## src/rtl/fpint_pkg.sv

```systemverilog
// Shared types and helpers for the bit-serial FP-INT systolic array front end.
package fpint_pkg;

  localparam int ACT_WIDTH_DEF = 16;
  localparam int MAX_PREC_DEF  = 8;
  localparam int PREC_W        = 4;
  localparam int LANE_CTRL_W   = 3;

  typedef enum logic [1:0] {
    ST_IDLE   = 2'd0,
    ST_STREAM = 2'd1,
    ST_DRAIN  = 2'd2,
    ST_DONE   = 2'd3
  } feeder_state_e;

  // Zero or out-of-range precision falls back to the widest weight format.
  function automatic logic [PREC_W-1:0] clamp_prec(input logic [PREC_W-1:0] p,
                                                   input logic [PREC_W-1:0] max_p);
    logic [PREC_W-1:0] r;
    if ((p == 4'd0) || (p > max_p)) r = max_p;
    else r = p;
    return r;
  endfunction

  function automatic int lane_width(input int act_w);
    return act_w + LANE_CTRL_W;
  endfunction

endpackage

```

## src/rtl/skew_delay_line.sv

```systemverilog
// Fixed-depth shift register used to skew one row lane of the feeder.
module skew_delay_line #(
  parameter int DEPTH = 1,
  parameter int WIDTH = 8
) (
  input  logic             clk,
  input  logic             rst,
  input  logic [WIDTH-1:0] din,
  output logic [WIDTH-1:0] dout
);

  logic [WIDTH-1:0] pipe_q [DEPTH];
  logic [WIDTH-1:0] pipe_d [DEPTH];

  always_comb begin
    pipe_d[0] = din;
    for (int i = 1; i < DEPTH; i++) begin
      pipe_d[i] = pipe_q[i-1];
    end
  end

  always_ff @(posedge clk or posedge rst) begin
    if (rst) begin
      for (int i = 0; i < DEPTH; i++) pipe_q[i] <= '0;
    end else begin
      for (int i = 0; i < DEPTH; i++) pipe_q[i] <= pipe_d[i];
    end
  end

  assign dout = pipe_q[DEPTH-1];

endmodule

```

## src/rtl/systolic_feeder.sv

```systemverilog
// Front-end sequencer: accepts activation/weight vectors, serialises weights
// LSB-first, skews rows diagonally, drains the array and pulses done.
module systolic_feeder
  import fpint_pkg::*;
#(
  parameter int N         = 4,
  parameter int ACT_WIDTH = ACT_WIDTH_DEF,
  parameter int MAX_PREC  = MAX_PREC_DEF,
  parameter int K_WIDTH   = 8,
  parameter int PE_LAT    = 2
) (
  input  logic                   clk,
  input  logic                   rst,
  input  logic                   start,
  input  logic [3:0]             precision,
  input  logic [K_WIDTH-1:0]     k_len,
  input  logic                   in_valid,
  output logic                   in_ready,
  input  logic [N*ACT_WIDTH-1:0] act_vec,
  input  logic [N*MAX_PREC-1:0]  w_vec,
  output logic [N*ACT_WIDTH-1:0] act_out,
  output logic [N-1:0]           w_bit_out,
  output logic [N-1:0]           row_active,
  output logic [N-1:0]           row_msb,
  output logic                   busy,
  output logic                   done
);

  localparam int BIT_W     = $clog2(MAX_PREC);
  localparam int LANE_W    = lane_width(ACT_WIDTH);
  localparam int DRAIN_CYC = N - 1 + PE_LAT;
  localparam int DRAIN_W   = $clog2(DRAIN_CYC + 1);

  feeder_state_e          state_q, state_d;
  logic [PREC_W-1:0]      prec_q, prec_d;
  logic [K_WIDTH-1:0]     k_q, k_d, acc_q, acc_d;
  logic                   cur_valid_q, cur_valid_d;
  logic [N*ACT_WIDTH-1:0] cur_act_q, cur_act_d;
  logic [N*MAX_PREC-1:0]  cur_w_q, cur_w_d;
  logic [BIT_W-1:0]       bit_cnt_q, bit_cnt_d;
  logic [DRAIN_W-1:0]     drain_cnt_q, drain_cnt_d;
  logic                   busy_q, busy_d, done_q, done_d;
  logic                   last_bit_s, hs_s;

  assign last_bit_s = cur_valid_q && (PREC_W'(bit_cnt_q) == (prec_q - 4'd1));
  assign in_ready   = (state_q == ST_STREAM) && (acc_q != k_q) && (!cur_valid_q || last_bit_s);
  assign hs_s       = in_valid && in_ready;

  always_comb begin
    state_d     = state_q;
    prec_d      = prec_q;
    k_d         = k_q;
    acc_d       = acc_q;
    cur_valid_d = cur_valid_q;
    cur_act_d   = cur_act_q;
    cur_w_d     = cur_w_q;
    bit_cnt_d   = bit_cnt_q;
    drain_cnt_d = drain_cnt_q;
    case (state_q)
      ST_IDLE: begin
        if (start) begin
          prec_d      = clamp_prec(precision, PREC_W'(MAX_PREC));
          k_d         = k_len;
          acc_d       = '0;
          cur_valid_d = 1'b0;
          bit_cnt_d   = '0;
          drain_cnt_d = '0;
          if (k_len == '0) state_d = ST_DONE;
          else state_d = ST_STREAM;
        end else begin
          state_d = ST_IDLE;
        end
      end
      ST_STREAM: begin
        // A handshake on the last bit reloads the holder, so vectors chain without a bubble.
        if (hs_s) begin
          cur_valid_d = 1'b1;
          cur_act_d   = act_vec;
          cur_w_d     = w_vec;
          bit_cnt_d   = '0;
          acc_d       = acc_q + K_WIDTH'(1);
        end else if (last_bit_s) begin
          cur_valid_d = 1'b0;
          bit_cnt_d   = '0;
          if (acc_q == k_q) state_d = ST_DRAIN;
          else state_d = ST_STREAM;
        end else if (cur_valid_q) begin
          bit_cnt_d = bit_cnt_q + BIT_W'(1);
        end else begin
          bit_cnt_d = bit_cnt_q;
        end
      end
      ST_DRAIN: begin
        if (drain_cnt_q == DRAIN_W'(DRAIN_CYC - 1)) begin
          state_d     = ST_DONE;
          drain_cnt_d = '0;
        end else begin
          drain_cnt_d = drain_cnt_q + DRAIN_W'(1);
        end
      end
      ST_DONE: state_d = ST_IDLE;
      default: state_d = ST_IDLE;
    endcase
    busy_d = (state_d == ST_STREAM) || (state_d == ST_DRAIN);
    done_d = (state_q == ST_DONE);
  end

  always_ff @(posedge clk or posedge rst) begin
    if (rst) begin
      state_q     <= ST_IDLE;
      prec_q      <= '0;
      k_q         <= '0;
      acc_q       <= '0;
      cur_valid_q <= 1'b0;
      cur_act_q   <= '0;
      cur_w_q     <= '0;
      bit_cnt_q   <= '0;
      drain_cnt_q <= '0;
      busy_q      <= 1'b0;
      done_q      <= 1'b0;
    end else begin
      state_q     <= state_d;
      prec_q      <= prec_d;
      k_q         <= k_d;
      acc_q       <= acc_d;
      cur_valid_q <= cur_valid_d;
      cur_act_q   <= cur_act_d;
      cur_w_q     <= cur_w_d;
      bit_cnt_q   <= bit_cnt_d;
      drain_cnt_q <= drain_cnt_d;
      busy_q      <= busy_d;
      done_q      <= done_d;
    end
  end

  assign busy = busy_q;
  assign done = done_q;

  for (genvar r = 0; r < N; r++) begin : g_row
    logic [MAX_PREC-1:0] w_row_s;
    logic [LANE_W-1:0]   lane_in_s, lane_out_s;

    // Idle lanes are forced to zero so bubbles leave no stale data on the outputs.
    assign w_row_s   = cur_w_q[r*MAX_PREC +: MAX_PREC];
    assign lane_in_s = cur_valid_q ?
                       {1'b1, last_bit_s, w_row_s[bit_cnt_q], cur_act_q[r*ACT_WIDTH +: ACT_WIDTH]} :
                       '0;

    skew_delay_line #(.DEPTH(r + 1), .WIDTH(LANE_W)) u_skew (
      .clk  (clk),
      .rst  (rst),
      .din  (lane_in_s),
      .dout (lane_out_s)
    );

    assign row_active[r]                     = lane_out_s[LANE_W-1];
    assign row_msb[r]                        = lane_out_s[LANE_W-2];
    assign w_bit_out[r]                      = lane_out_s[LANE_W-3];
    assign act_out[r*ACT_WIDTH +: ACT_WIDTH] = lane_out_s[ACT_WIDTH-1:0];
  end

endmodule
```

## config.mk

```make
export PLATFORM = sky130hd
export DESIGN_NAME = systolic_feeder
export DESIGN_NICKNAME = d
export VERILOG_FILES = /design/src/rtl/fpint_pkg.sv /design/src/rtl/skew_delay_line.sv /design/src/rtl/systolic_feeder.sv
export SDC_FILE = /design/constraint.sdc
export NUM_CORES = 1
export LEC_CHECK = 0
export BUFFER_PORTS_ARGS = -buffer_cell sky130_fd_sc_hd__buf_2
export CAP_MARGIN = 20
export CORE_MARGIN = 2
export CORE_UTILIZATION = 55
export DETAILED_ROUTE_END_ITERATION = 7
export PLACE_DENSITY = 0.81
export SYNTH_ARGS = -nofsm -noshare
export SYNTH_HDL_FRONTEND = slang
export SYNTH_SLANG_ARGS = --single-unit
```

## constraint.sdc

```tcl
create_clock -name clk -period 12.2 [get_ports clk]
set_input_delay 2.44 -clock clk [delete_from_list [all_inputs] [get_ports clk]]
set_output_delay 2.44 -clock clk [all_outputs]
set_load 0.02 [all_outputs]
```

==> impl_metrics.ini <==
[critical_path]
crit_path_start_kind = flop
slowest_stage = dfrtp_1
crit_path_end_kind = output port
worstPathArrival_ns = 2.47
reg2reg_from = prec_q[0]$_DFFE_PP0P_
reg2reg_depth = 9
worstPathCellList = inv_1 -> ha_1 -> xnor2_2 -> nor4b_4 -> o311ai_4 -> a211oi_1 -> buf_2
crit_start = prec_q[0]$_DFFE_PP0P_
cp_data_required_time_ns = 9.76
worstPathMaxFanout = 4
crit_type = flop to output port
crit_path_max_incr_delay_ns = 0.38

[place]
portBuffers = 190
routabilityCongestion = 0.760
place_hpwl_um = 11200

[clock_network]
insertion_delay_ns = 0.55
cts_setup_buffers = 0
cts-buffers-inserted = 30
post_cts_resized = 0
clk_path_buf_depth = 3
numClockSinks = 305
cts_tree = built
postCtsHoldBufs = 0
htreeDepth = 1
path_clk_slew_ns = 0.06
ctsRootBufferMaster = clkbuf_16

[die]
start_util_pct = 56.0
die_y_um = 142
core_area_um2 = 18600
rows = 50
ios = 191
fp.dieArea_um2 = 20100
die_x_um = 142

[yosys]
yosysWarnings = 0
synth_compound_area_share_pct = 1.80
synth.area.mux_share_pct = 13.2
synth_cell_types = 45
seq_area_frac_synth_pct = 73.1
netlist_instances = 653
netlist_area_um2 = 10400
syn-num-nets = 770
ys_seq_elements = 305
synthAdderAreaFrac_pct = 0.599
avgSynthCellArea_um2 = 16.0
synth_simple_gate_area_share_pct = 8.31
synth-xor-area-share_pct = 0.995
synth_top_family_by_area = multiplexers

[drt]
drc = 0
drtIter0Drc = 233
ant_nets = 0
viasPerCell = 5.00
wl_um = 17500
vias = 5552
wl_per_cell_um = 15.8
drt_first_pass_iters = 6

[sta]
rsz0062_at_grt = false
drv_slew = 0
slew_headroom_pct = 36.6
tightest_slew_ns = 0.950
min_period_ns = 4.91
setup_viol = 0
fin_setup_tns_ns = 0
fmax_mhz = 204
hold_violations = 0
fin_crit_sh_pct = 40.2
skew_ns = 0.0132
hold_slack_ns = 0.340

[finish]
nets = 966
fill_cells = 1296
most-common-layout-cells = dfrtp_1 (304), buf_2 (190), mux2_2 (89), and2_1 (67), nand2_1 (45)
areaGrowthSynthToFinish_pct = 21.5
final_common_cell = dfrtp_1
drive_gt1_share_pct = 40.6

[grt]
grt_max_degree = 150
grt_pass1_wl_um = 28600
grt_use_total_pct = 18.0
antenna_found_initial = 4
grt_pass1_vias = 5713
grt_overflow = 0

[job]
maxCapViolCount = 0

[hold_path]
hold_depth = 0
hold_start = g_row[3].u_skew.pipe_d[20]$_DFF_PP0_
hold_path.class = flop to flop

[status]
status = finished, final reports clean

[pwr]
peakVddDrop_uv = 168
p_leak_nw = 6.18
pwr_density_cell_nw_per_um2 = 283
==> routing by layer <==
layer / global-route usage (%) / wire length (µm) / vias to the layer above
met2: 29.5 / 8430 / 171
met1: 24.3 / 7490 / 2763
met4: 4.89 / 391 / 0
met3: 4.56 / 1170 / 29
li1: - / - / 2589
met5: 0 / 0 / -
==> logic make-up after synthesis <==
group                      Yosys count
muxes                              116
and+or+nand+nor                    154
xor gates and xnor gates            11
adders and majority gates            5
AOI/OAI and AO/OA                   23
buffers and inverters               39
DFF                                305
==> area by class of cell <==
type / count / area (µm²) / share of cell area, %
clock buffers: 45 / 917 / 7.24
inverters: 7 / 33.8 / 0.267
clock inverters: 10 / 156 / 1.23
diodes: 4 / 10.0 / 0.0790
multi-input cells: 309 / 2600 / 20.5
repair buffers: 196 / 1030 / 8.11
well taps: 234 / 293 / 2.31
flip-flops and latches: 305 / 7630 / 60.2
==> Yosys cell counts, drive strengths merged <==
cell type	n	area share, %
a211oi	1	0.072
a21bo	1	0.096
a21o	1	0.072
a21oi	4	0.30
a22o	1	0.084
a311oi	1	0.084
a31o	2	0.17
and2	67	4.0
and3	3	0.18
and4	2	0.17
and4b	1	0.096
buf	19	1.2
clkbuf	13	0.48
dfrtp	305	73
ha	5	0.60
inv	7	0.25
mux2	97	10
mux2i	11	1.1
mux4	8	1.7
nand2	45	1.6
nand2b	5	0.30
nand3	3	0.14
nand3b	5	0.36
nand4	1	0.060
nor2	9	0.32
nor2b	2	0.12
nor3	2	0.096
nor3b	3	0.26
nor4	4	0.24
nor4b	1	0.23
o211ai	1	0.072
o21ai	6	0.29
o21bai	2	0.14
o2bb2ai	1	0.084
o311ai	1	0.25
o41ai	1	0.084
or4b	1	0.096
xnor2	1	0.16
xor2	10	0.84
==> per-stage QoR <==
step	total power [mW]	std cells	cell area (µm²)	setup WS [ns]	utilization [%]
final	3.58	1110	12700	7.29	68.0
after global routing	3.79	1109	12700	7.15	68.0
after floorplan	2.38	653	10400	1.33	-
after CTS	3.62	1104	12600	7.29	67.7
after global placement	2.59	1049	11500	7.75	61.9
after detailed placement	2.65	1049	11500	7.70	61.9
==> flip-flops by register name, summed over array words and instances, names as in the netlist <==
signal and count:
bit_cnt_q 3, done 1, cur_act_q 64, drain_cnt_q 3, busy 1, state_q 2, cur_valid_q 1, cur_w_q 32
g_row.u_skew.pipe_d 105, g_row.u_skew.dout 73, k_q 8, prec_q 4, acc_q 8
==> critical path: cells and delay by family (launching register included) <==
| kind | cells | cell delay [ns] |
|---|---|---|
| compound gates | 2 | 0.51 |
| flops | 1 | 0.38 |
| buf+inv | 2 | 0.30 |
| simple gates | 1 | 0.29 |
| fa+ha+maj | 1 | 0.22 |
| xor+xnor | 1 | 0.22 |
==> worst paths after layout <==
kind,endpoint,slack [ns]
min in group asynchronous,cur_act_q[18]$_DFFE_PP0P_,2.12
max,in_ready,7.29
max reg2reg,acc_q[0]$_DFFE_PP0P_,9.48
max in group asynchronous,g_row[2].u_skew.dout[12]$_DFF_PP0_,8.64
min,g_row[3].u_skew.pipe_d[1]$_DFF_PP0_,0.34
min reg2reg,g_row[3].u_skew.pipe_d[1]$_DFF_PP0_,0.34
==> power breakdown <==
group / switching [mW] / internal, mW
registers: 0.201 / 1.48
clock network: 0.370 / 0.583
logic: 0.477 / 0.466
No activity file was read; power rests on OpenSTA's default activity.
